### config.mk
export PLATFORM = sky130hd
export DESIGN_NAME = contador_programa
export DESIGN_NICKNAME = d
export VERILOG_FILES = /design/src/rtl/contador_programa.sv
export SDC_FILE = /design/constraint.sdc
export NUM_CORES = 1
export LEC_CHECK = 0
export CAP_MARGIN = 20
export CORE_MARGIN = 4
export CORE_UTILIZATION = 54
export CTS_CLUSTER_DIAMETER = 40
export DETAILED_ROUTE_END_ITERATION = 12
export HOLD_SLACK_MARGIN = 0.15
export PLACE_DENSITY = 0.85
export SLEW_MARGIN = 20
export SYNTH_ARGS = -nofsm -noshare
export SYNTH_HDL_FRONTEND = slang
export SYNTH_SLANG_ARGS = --single-unit
### constraint.sdc
create_clock -name clk -period 10.72 [get_ports clk]
set_input_delay 2.68 -clock clk [delete_from_list [all_inputs] [get_ports clk]]
set_output_delay 2.68 -clock clk [all_outputs]
set_load 0.03 [all_outputs]
### src/rtl/contador_programa.sv
// Program counter for the word-addressed fetch memory:
// sequential, branch and jump targets, bounded program with halt/restart.
module contador_programa #(
    parameter int          PROG_WORDS = 11,
    parameter logic [31:0] RESET_PC   = 32'd0
) (
    input  logic        clk,
    input  logic        rst_n,
    input  logic        stall,
    input  logic        desvio,
    input  logic [15:0] imediato,
    input  logic        salto,
    input  logic [25:0] endereco_salto,
    input  logic        reiniciar,
    output logic [31:0] pc,
    output logic [31:0] pc_mais1,
    output logic        flush,
    output logic        halted,
    output logic        erro_endereco,
    output logic [15:0] contador_instr
);

    typedef enum logic {RUN, HALT} estado_t;

    localparam logic [31:0] LIMITE = 32'(PROG_WORDS);

    estado_t     estado;
    logic [31:0] alvo;
    logic        transfere;

    assign pc_mais1 = pc + 32'd1;

    // salto beats desvio; transfere marks a non-sequential target
    always_comb begin
        alvo      = pc_mais1;
        transfere = 1'b0;
        if (salto) begin
            alvo      = {pc_mais1[31:26], endereco_salto};
            transfere = 1'b1;
        end else if (desvio) begin
            alvo      = pc_mais1 + {{16{imediato[15]}}, imediato};
            transfere = 1'b1;
        end
    end

    always_ff @(posedge clk or negedge rst_n) begin
        if (!rst_n) begin
            estado         <= RUN;
            pc             <= RESET_PC;
            flush          <= 1'b0;
            halted         <= 1'b0;
            erro_endereco  <= 1'b0;
            contador_instr <= 16'd0;
        end else begin
            flush <= 1'b0;
            case (estado)
                RUN: begin
                    if (!stall) begin
                        if (alvo < LIMITE) begin
                            pc             <= alvo;
                            contador_instr <= contador_instr + 16'd1;
                            flush          <= transfere;
                        end else begin
                            estado <= HALT;
                            halted <= 1'b1;
                            if (transfere)
                                erro_endereco <= 1'b1;
                        end
                    end
                end
                HALT: begin
                    if (reiniciar) begin
                        estado         <= RUN;
                        pc             <= RESET_PC;
                        halted         <= 1'b0;
                        contador_instr <= 16'd0;
                    end
                end
                default: estado <= HALT;
            endcase
        end
    end

endmodule

==> out/summary.txt, run 1 <==
first-pass GRT wire length: 32,800 um
Period Utilization, post-route: 0.729
Register Area: 1300 um2
fin crit period: 7.82 ns
diode count: 0
Yosys top cell by area: dfrtp_1
GRT Util Overall: 0.318
CP endpoint kind: register
grt total ovfl: 0
CTS clk-pin slew, worst paths: 0.08 ns
status: finished, final reports clean
Synth area leaders: dfrtp_1 23%, ha_1 8.3%, nand2_1 5.3%, and3_1 4.7%, xnor2_1 4.3%
die area: 12,400 um2
gp weighted congestion: 0.985
sequential power share: 0.484
Net Sw Frac: 0.291
Comb power frac: 0.244
# rows: 37
Min Hold Slack: 0.488 ns
CTS Buf Count: 5
slew at the pin closest to its max-slew limit: 1.10 ns
post-DP HPWL: 16,000 um
final std cells w/o fill: 972
Post-synth top flop: dfrtp_1
Syn Area/Cell: 7.86 um2
YS warnings: 0
final antenna-violating net count: 0
Post-synth EDFFs: 0
Multi-input gate area: 4230 um2
DR WL/cell: 20.9 um
setup violators final: 0
die height: 111 um
post-layout instance area: 7180 um2
initial antenna violation count: 0
Leakage Power: 3.02 nW
# clock sinks: 52
Max IR drop VDD: 0.000114 V
fraction of layout cells with a size suffix above 1: 0.0383
Worst-Skew Late Latency: 0.31 ns
Yosys reg bits: 52
most frequent cells in the layout: 129 x clkdlybuf4s50_1, 82 x nand2_1, 52 x dfrtp_1
Via Count: 6,361
post-synth top area share: 0.226
hold buffer count at CTS: 0
asr flop ratio synth: 1.00
initial DRC count: 398
Core ar.: 10,400 um2
Port Buf Inserts: 130
vias per cell: 6.54
largest net degree at the start of global routing: 53
final net count: 922
Highest Clock Rate: 0.128 GHz
dpl cells: 964
power share of the clock group: 0.272
Internal: 0.000291 W
Max Root-Sink Buffers: 2
Netlist cell types: 82
Psw: 0.000119 W
Mapped Cells: 732
DRC viols: 0
Worst Hold Class: register to register
xor and xnor area share after synthesis: 0.0639
Chip Width: 111 um
pre-CTS WS: 2.76 ns
WP data required: 10.91 ns
max_cap viols: 0
setup ws final: 2.90 ns
Adder-Cell Fraction of Synth Area: 0.0861
most common library cell in the layout ignoring fill and taps: clkdlybuf4s50_1
Root Buffer: clkbuf_8
area share of and/or/nand/nor cells after synthesis: 0.323
FILL cells: 843
Mapped Area: 5760 um2
post-synthesis compound-gate area fraction: 0.220
final setup TNS: 0 ns
largest family of logic cells by synthesized area: simple AND/OR/NAND/NOR gates
sequential share of the synthesized area: 0.226
critical path class: input port to register
placed inst area: 7090 um2
CTS tree: built
max_slew headroom: 0.266
unrepaired setup endpoints after global routing: no
Max FO, Critical Path: 35
Synth Net Count: 819
number of global-route vias before repair: 6,201
routed wire length: 20,300 um
Hold Violations, Final: 0
Cell Pwr Density: 57.1 nW/um2
element type at the critical path start: input port
critical path data arrival time: 8.00 ns
post-synthesis to final-layout area growth: 24.7%
multiplexer share of the synthesized area: 0.0422
Ports: 131
H-tree levels: 2
starting density of the core: 0.555
final clock skew: 0.0107 ns
drt first pass iters: 5
Post CTS Setup Buffer Count: 0
Slew Viols, Final: 0
CTS resizes: 0
-- cell families (layout without fill, tap and decap cells) --
group           count (synthesis)  in the layout
simple gates                  345            345
compound gates                175            175
buf+inv                        55            159
flops                          52             52
xor+xnor                       42             42
fa+ha+maj                      39             39
mux                            24             24
-- stage by stage --
| step | power, W | util |
|---|---|---|
| 2_1_floorplan | 0.000259 | - |
| 3_3_place_gp | 0.000297 | 0.683 |
| 3_5_place_dp | 0.000300 | 0.683 |
| 4_1_cts | 0.000410 | 0.692 |
| 5_1_grt | 0.000429 | 0.692 |
| 6_report | 0.000410 | 0.692 |
-- flip-flops by register name, summed over array words and instances, names as in the netlist --
signal          cells
contador_instr     16
halted              1
pc                 32
flush               1
erro_endereco       1
estado              1
-- path summary, 6_finish.rpt --
check | from | to | slack [ns] | cells after the start
worst max-delay path | imediato[15] | pc[6]$_DFFE_PN0P_ | 2.90 | 12
worst min register to register | erro_endereco$_DFFE_PN0P_ | erro_endereco$_DFFE_PN0P_ | 0.49 | 1
min in group asynchronous | rst_n | contador_instr[11]$_DFFE_PN0P_ | 2.38 | 1
max in group asynchronous | rst_n | pc[0]$_DFFE_PN0P_ | 7.88 | 1
worst min-delay path | erro_endereco$_DFFE_PN0P_ | erro_endereco$_DFFE_PN0P_ | 0.49 | 1
worst max register to register | pc[9]$_DFFE_PN0P_ | pc[6]$_DFFE_PN0P_ | 4.45 | 15
-- final cells by class --
type,count,share of cell area
repair buffers,132,0.183
multi-input cells,625,0.590
flip-flops and latches,52,0.181
clock buffers,8,0.0125
well taps,136,0.0237
inverters,19,0.00993
-- layer usage --
layer  up-vias  global-route usage  share of wire
li1       2951                   -              -
met1      3012               0.426           0.41
met2       360               0.548           0.49
met3        38              0.0398          0.084
met4         0              0.0681          0.019
met5         -                   0              0
-- power by group through the flow --
stage | registers [W] | clock network [W] | logic (W)
after floorplan | 0.000204 | 0 | 0.0000552
after global placement | 0.000202 | 0 | 0.0000949
after detailed placement | 0.000202 | 0 | 0.0000971
after CTS | 0.000199 | 0.000113 | 0.0000978
after global routing | 0.000199 | 0.000121 | 0.000109
final | 0.000199 | 0.000111 | 0.000100
-- synth_stat cells, types with 5 or more instances --
cell and instances:
ha_1 38, a21oi_1 38, nand2_1 82, o21a_1 10
nor4_1 10, a211oi_1 7, nand4_1 21, nor3_1 37
or3_1 9, and3_1 43, o21bai_1 5, a21o_1 12
o21ai_0 29, and2_1 11, xnor2_1 28, xor2_1 14
nand3_1 34, nand2b_1 20, mux2i_1 22, o221ai_1 5
o31ai_1 6, inv_1 19, nor2_1 41, and4_1 6
dfrtp_1 52, clkbuf_1 26
-- critical path, cell delays in order --
cell and delay, ns:
clkdlybuf4s50_1 1.00, ha_1 0.64, and2_1 0.20, or3_1 0.33
o32ai_1 0.47, nor2_1 0.11, o2bb2a_1 0.28, o311ai_0 0.18
nor4b_1 0.79, o211ai_4 0.28, or2_1 0.67, and3_1 0.37
(Power assumes the default switching activity.)
==> inputs of run 2 (changes only) <==
CORE_UTILIZATION = 52   (was 54)
PLACE_DENSITY = 0.82   (was 0.85)
clock period = 7.6 ns   (was 10.72 ns; I/O delays follow)
==> run 2 against run 1 <==
  * Hold slack better by 0.010 ns
  * Sequential power up 41%
  * Critical path type unchanged
  * Sequential cell count unchanged
  * Highest routed layer unchanged
  * Critical endpoint is now pc[5]$_DFFE_PN0P_
==> out/summary.txt, run 2 (synthesized netlist as in run 1, its figures left out) <==
unrepaired setup endpoints after global routing: no (unchanged)
CP startpoint: imediato[15] (unchanged)
critical path's slowest cell: clkdlybuf4s50_1 (unchanged)
Reg2Reg Depth: 14 (was 15)
status: finished, final reports clean (unchanged)
initial antenna violation count: 0 (unchanged)
Met1 Wirelength: 8390 um (was 8310 um)
hold path depth: 1 (unchanged)
post-layout instance area: 7190 um2 (was 7180 um2)
wire length on met2: 9500 um (was 9870 um)
max_cap viols: 0 (unchanged)
element type at the critical path start: input port (unchanged)
Chip Width: 113 um (was 111 um)
pre-CTS WS: 0.870 ns (was 2.76 ns)
critical path class: input port to register (unchanged)
DRC viols: 0 (unchanged)
Ports: 131 (unchanged)
placed inst area: 7110 um2 (was 7090 um2)
starting density of the core: 0.531 (was 0.555)
# clock sinks: 52 (unchanged)
fin crit period: 6.51 ns
post-DP HPWL: 16,000 um (about the same)
Highest Clock Rate: 0.154 GHz
routed wire length: 20,200 um (was 20,300 um)
most common library cell in the layout ignoring fill and taps: clkdlybuf4s50_1 (unchanged)
FILL cells: 952 (was 843)
die area: 12,800 um2 (was 12,400 um2)
Post CTS Setup Buffer Count: 0 (unchanged)
R2R Setup Slk: 1.30 ns (was 4.45 ns)
first-pass GRT wire length: 32,200 um (was 32,800 um)
worst setup path end: pc[5]$_DFFE_PN0P_ (was pc[6]$_DFFE_PN0P_)
biggest regs: pc: 32 flops, contador_instr: 16 flops (unchanged)
Min Hold Slack: 0.498 ns (was 0.488 ns)
Core ar.: 10,800 um2 (was 10,400 um2)
setup violators final: 0 (unchanged)
post-synthesis to final-layout area growth: 24.9% (was 24.7%)
GRT Util Overall: 0.309 (was 0.318)
fraction of layout cells with a size suffix above 1: 0.0418 (was 0.0383)
Max FO, Critical Path: 35 (unchanged)
Worst Hold Class: register to register (unchanged)
H-tree levels: 2 (unchanged)
# rows: 38 (was 37)
max_slew headroom: 0.321 (was 0.266)
Port Buf Inserts: 130 (unchanged)
DR WL/cell: 20.7 um (was 20.9 um)
Hold Violations, Final: 0 (unchanged)
die height: 113 um (was 111 um)
Root Buffer: clkbuf_8 (unchanged)
CTS tree: built (unchanged)
drt first pass iters: 5 (unchanged)
vias per cell: 6.49 (was 6.54)
routed length on met3: 1700 um (was 1710 um)
diode count: 0 (unchanged)
Multi-input gate area: 4230 um2 (unchanged)
setup ws final: 1.09 ns (was 2.90 ns)
number of global-route vias before repair: 6,039 (was 6,201)
critical path data arrival time: 6.70 ns (was 8.00 ns)
Slew Viols, Final: 0 (unchanged)
initial DRC count: 650 (was 398)
Reg2Reg Launch Point: pc[7]$_DFFE_PN0P_ (was pc[9]$_DFFE_PN0P_)
Worst-Skew Late Latency: 0.31 ns (about the same)
CP endpoint kind: register (unchanged)
CTS Buf Count: 5 (unchanged)
hold buffer count at CTS: 0 (unchanged)
Largest register FFs: 32 (unchanged)
Via Count: 6,345 (was 6,361)
Design Power: 0.000573 W (was 0.000410 W)
final setup TNS: 0 ns (unchanged)
final antenna-violating net count: 0 (unchanged)
Register Area: 1300 um2 (unchanged)
grt total ovfl: 0 (unchanged)
Top Layer Used: met4 (unchanged)
largest net degree at the start of global routing: 62 (was 53)
final net count: 924 (was 922)
Period Utilization, post-route: 0.856
r2r endpoint: pc[5]$_DFFE_PN0P_ (was pc[6]$_DFFE_PN0P_)
gp weighted congestion: 0.978 (was 0.985)
CTS resizes: 0 (unchanged)
Top reg by flops: pc (unchanged)
Max IR drop VDD: 0.000147 V (was 0.000114 V)
Cell Pwr Density: 79.7 nW/um2 (was 57.1 nW/um2)
CTS clk-pin slew, worst paths: 0.09 ns (was 0.08 ns)
Leakage Power: 3.03 nW (was 3.02 nW)
slew at the pin closest to its max-slew limit: 1.02 ns (was 1.10 ns)
max incr delay on CP: 0.86 ns (was 1.00 ns)
final clock skew: 0.0115 ns (was 0.0107 ns)
Max Root-Sink Buffers: 2 (unchanged)
most frequent cells in the layout: 129 x clkdlybuf4s50_1, 82 x nand2_1, 52 x dfrtp_1 (unchanged)
crit-path cells: clkdlybuf4s50_1 -> ha_1 -> and2_1 -> or3_1 -> o32ai_1 -> nor2_1 -> o2bb2a_1 -> o311ai_0 -> nor4b_1 -> o211ai_4 -> or2_1 -> and3_1 (unchanged)
WP data required: 7.79 ns (was 10.91 ns)
run 2: layer usage:
layer	vias up	track usage
met4	0	0.104
met2	318	0.502
met1	3013	0.420
li1	2960	-
met3	54	0.0476
met5	-	0
run 2: report_power, final:
| part | switching, W | leakage [nW] | internal, W |
|---|---|---|---|
| logic | 0.0000833 | 2.27 | 0.0000584 |
| clock network | 0.0000884 | 0.0400 | 0.0000625 |
| registers | 0.00000186 | 0.717 | 0.000278 |
run 2: cell type report:
| type | instances | area share |
|---|---|---|
| timing repair buffer | 134 | 0.185 |
| inverter | 19 | 0.00992 |
| multi-input combinational | 625 | 0.589 |
| clock buffer | 5 | 0.00957 |
| sequential | 52 | 0.181 |
| clock inverter | 2 | 0.00174 |
| tap | 140 | 0.0244 |
run 2: how the worst min path moves through the flow:
stage                         startpoint                   endpoint  slack, ns
2_1_floorplan           estado$_DFF_PN0_          pc[1]$_DFFE_PN0P_       0.55
3_3_place_gp   erro_endereco$_DFFE_PN0P_  erro_endereco$_DFFE_PN0P_       0.46
3_5_place_dp   erro_endereco$_DFFE_PN0P_  erro_endereco$_DFFE_PN0P_       0.48
4_1_cts        erro_endereco$_DFFE_PN0P_  erro_endereco$_DFFE_PN0P_       0.50
5_1_grt        erro_endereco$_DFFE_PN0P_  erro_endereco$_DFFE_PN0P_       0.53
6_report       erro_endereco$_DFFE_PN0P_  erro_endereco$_DFFE_PN0P_       0.50
run 2: per-stage QoR:
stage                util  std cells
floorplan               -        732
global route        0.663        977
detailed placement  0.656        970
global placement    0.656        970
finish              0.663        977
CTS                 0.663        977
run 2: worst max-delay path: cells and delay by family:
kind / cells / cell delay [ns]
and+or+nand+nor: 6 / 2.42
AOI/OAI and AO/OA: 4 / 1.11
buffers and inverters: 1 / 0.86
adders and majority gates: 1 / 0.39
==> inputs of run 3 (changes only) <==
CTS_BUF_LIST = sky130_fd_sc_hd__clkbuf_16   (was default)
==> run 3 against run 2 <==
  * Final cell count unchanged
  * Critical path type unchanged
  * Combinational power hardly changed
  * Setup slack lost 0.023 ns
  * Sequential cell count did not move
  * Count of clock-buffer cells in the layout is the same
  * Critical endpoint is now pc[6]$_DFFE_PN0P_
  * Clock skew is 0.0037 ns lower
==> out/summary.txt, run 3 (synthesized netlist as in run 1, its figures left out) <==
hold path depth: 1 (unchanged)
biggest regs: pc: 32 flops, contador_instr: 16 flops (unchanged)
Chip Width: 113 um (unchanged)
setup ws final: 1.07 ns (was 1.09 ns)
CTS clk-pin slew, worst paths: 0.06 ns (was 0.09 ns)
DR WL/cell: 20.7 um (about the same)
drt first pass iters: 6 (was 5)
Leakage Power: 3.05 nW (was 3.03 nW)
unrepaired setup endpoints after global routing: no (unchanged)
Worst-Skew Late Latency: 0.29 ns (was 0.31 ns)
fraction of layout cells with a size suffix above 1: 0.0418 (unchanged)
critical path data arrival time: 6.70 ns (about the same)
post-synthesis to final-layout area growth: 25.9% (was 24.9%)
Via Count: 6,355 (was 6,345)
final clock skew: 0.00785 ns (was 0.0115 ns)
Largest register FFs: 32 (unchanged)
CTS resizes: 0 (unchanged)
Root Buffer: clkbuf_16 (was clkbuf_8)
die area: 12,800 um2 (unchanged)
first-pass GRT wire length: 32,300 um (was 32,200 um)
placed inst area: 7110 um2 (unchanged)
most frequent cells in the layout: 129 x clkdlybuf4s50_1, 82 x nand2_1, 52 x dfrtp_1 (unchanged)
element type at the critical path start: input port (unchanged)
Highest Clock Rate: 0.153 GHz (was 0.154 GHz)
hold buffer count at CTS: 0 (unchanged)
fin crit period: 6.53 ns (was 6.51 ns)
initial DRC count: 639 (was 650)
Post CTS Setup Buffer Count: 0 (unchanged)
CP endpoint kind: register (unchanged)
max_cap viols: 0 (unchanged)
gp weighted congestion: 0.978 (unchanged)
FILL cells: 935 (was 952)
status: finished, final reports clean (unchanged)
initial antenna violation count: 0 (unchanged)
post-layout instance area: 7250 um2 (was 7190 um2)
fin util: 0.669 (was 0.663)
grt total ovfl: 0 (unchanged)
Max Root-Sink Buffers: 2 (unchanged)
critical path class: input port to register (unchanged)
Max IR drop VDD: 0.000158 V (was 0.000147 V)
Reg2Reg Depth: 14 (unchanged)
routed wire length: 20,200 um (about the same)
final setup TNS: 0 ns (unchanged)
starting density of the core: 0.531 (unchanged)
Multi-input gate area: 4230 um2 (unchanged)
largest net degree at the start of global routing: 62 (unchanged)
final antenna-violating net count: 0 (unchanged)
Design Power: 0.000635 W (was 0.000573 W)
Worst Hold Class: register to register (unchanged)
Core ar.: 10,800 um2 (unchanged)
max_slew headroom: 0.302 (was 0.321)
Cell Pwr Density: 87.7 nW/um2 (was 79.7 nW/um2)
# rows: 38 (unchanged)
Max FO, Critical Path: 35 (unchanged)
H-tree levels: 2 (unchanged)
pre-CTS WS: 0.870 ns (unchanged)
slew at the pin closest to its max-slew limit: 1.05 ns (was 1.02 ns)
most common library cell in the layout ignoring fill and taps: clkdlybuf4s50_1 (unchanged)
vias per cell: 6.50 (was 6.49)
CTS Buf Count: 5 (unchanged)
setup violators final: 0 (unchanged)
Port Buf Inserts: 130 (unchanged)
GRT Util Overall: 0.310 (was 0.309)
post-DP HPWL: 16,000 um (unchanged)
Register Area: 1300 um2 (unchanged)
DRC viols: 0 (unchanged)
WP data required: 7.77 ns (was 7.79 ns)
Top reg by flops: pc (unchanged)
Hold Violations, Final: 0 (unchanged)
diode count: 0 (unchanged)
# clock sinks: 52 (unchanged)
Period Utilization, post-route: 0.859 (was 0.856)
final net count: 924 (unchanged)
number of global-route vias before repair: 6,065 (was 6,039)
CTS tree: built (unchanged)
Ports: 131 (unchanged)
Slew Viols, Final: 0 (unchanged)
die height: 113 um (unchanged)
-- run 3: critical path, stage by stage --
cell and delay [ns]:
clkdlybuf4s50_1 0.86, ha_1 0.39, and2_1 0.20, or3_1 0.33
o32ai_1 0.46, nor2_1 0.10, o2bb2a_1 0.25, o311ai_0 0.15
nor4b_1 0.73, o211ai_4 0.27, or2_1 0.67, and3_1 0.38
-- run 3: path summary, 6_finish.rpt --
path	to	start	slack (ns)
hold reg to reg	erro_endereco$_DFFE_PN0P_	erro_endereco$_DFFE_PN0P_	0.50
setup reg to reg	pc[6]$_DFFE_PN0P_	pc[7]$_DFFE_PN0P_	1.35
min in group asynchronous	contador_instr[14]$_DFFE_PN0P_	rst_n	1.62
setup / recovery	pc[6]$_DFFE_PN0P_	imediato[15]	1.07
max in group asynchronous	pc[18]$_DFFE_PN0P_	rst_n	5.54
hold / removal	erro_endereco$_DFFE_PN0P_	erro_endereco$_DFFE_PN0P_	0.50
-- run 3: area by class of cell --
| type | instances | area share |
|---|---|---|
| clock buffers | 5 | 0.0173 |
| clock inverters | 2 | 0.00173 |
| inverters | 19 | 0.00984 |
| multi-input cells | 625 | 0.584 |
| flip-flops and latches | 52 | 0.180 |
| well taps | 140 | 0.0242 |
| repair buffers | 134 | 0.183 |
-- run 3: routing by layer --
metal  vias to the layer above  global-route usage  share of wire
met3                        58              0.0487          0.080
met4                         0              0.0994          0.036
met5                         -                   0              0
met1                      3035               0.417           0.41
li1                       2959                   -              -
met2                       303               0.513           0.47
-- run 3: per-stage QoR --
stage                     hold WS (ns)  std cells
final                            0.495        977
after floorplan                  0.550        732
after CTS                        0.498        977
after global placement           0.463        970
after detailed placement         0.483        970
after global routing             0.527        977
-- run 3: where the power goes --
part / internal [W] / switching, W
sequential: 0.000279 / 0.00000175
clock: 0.000119 / 0.0000936
combinational: 0.0000584 / 0.0000833
total: 0.000457 / 0.000179
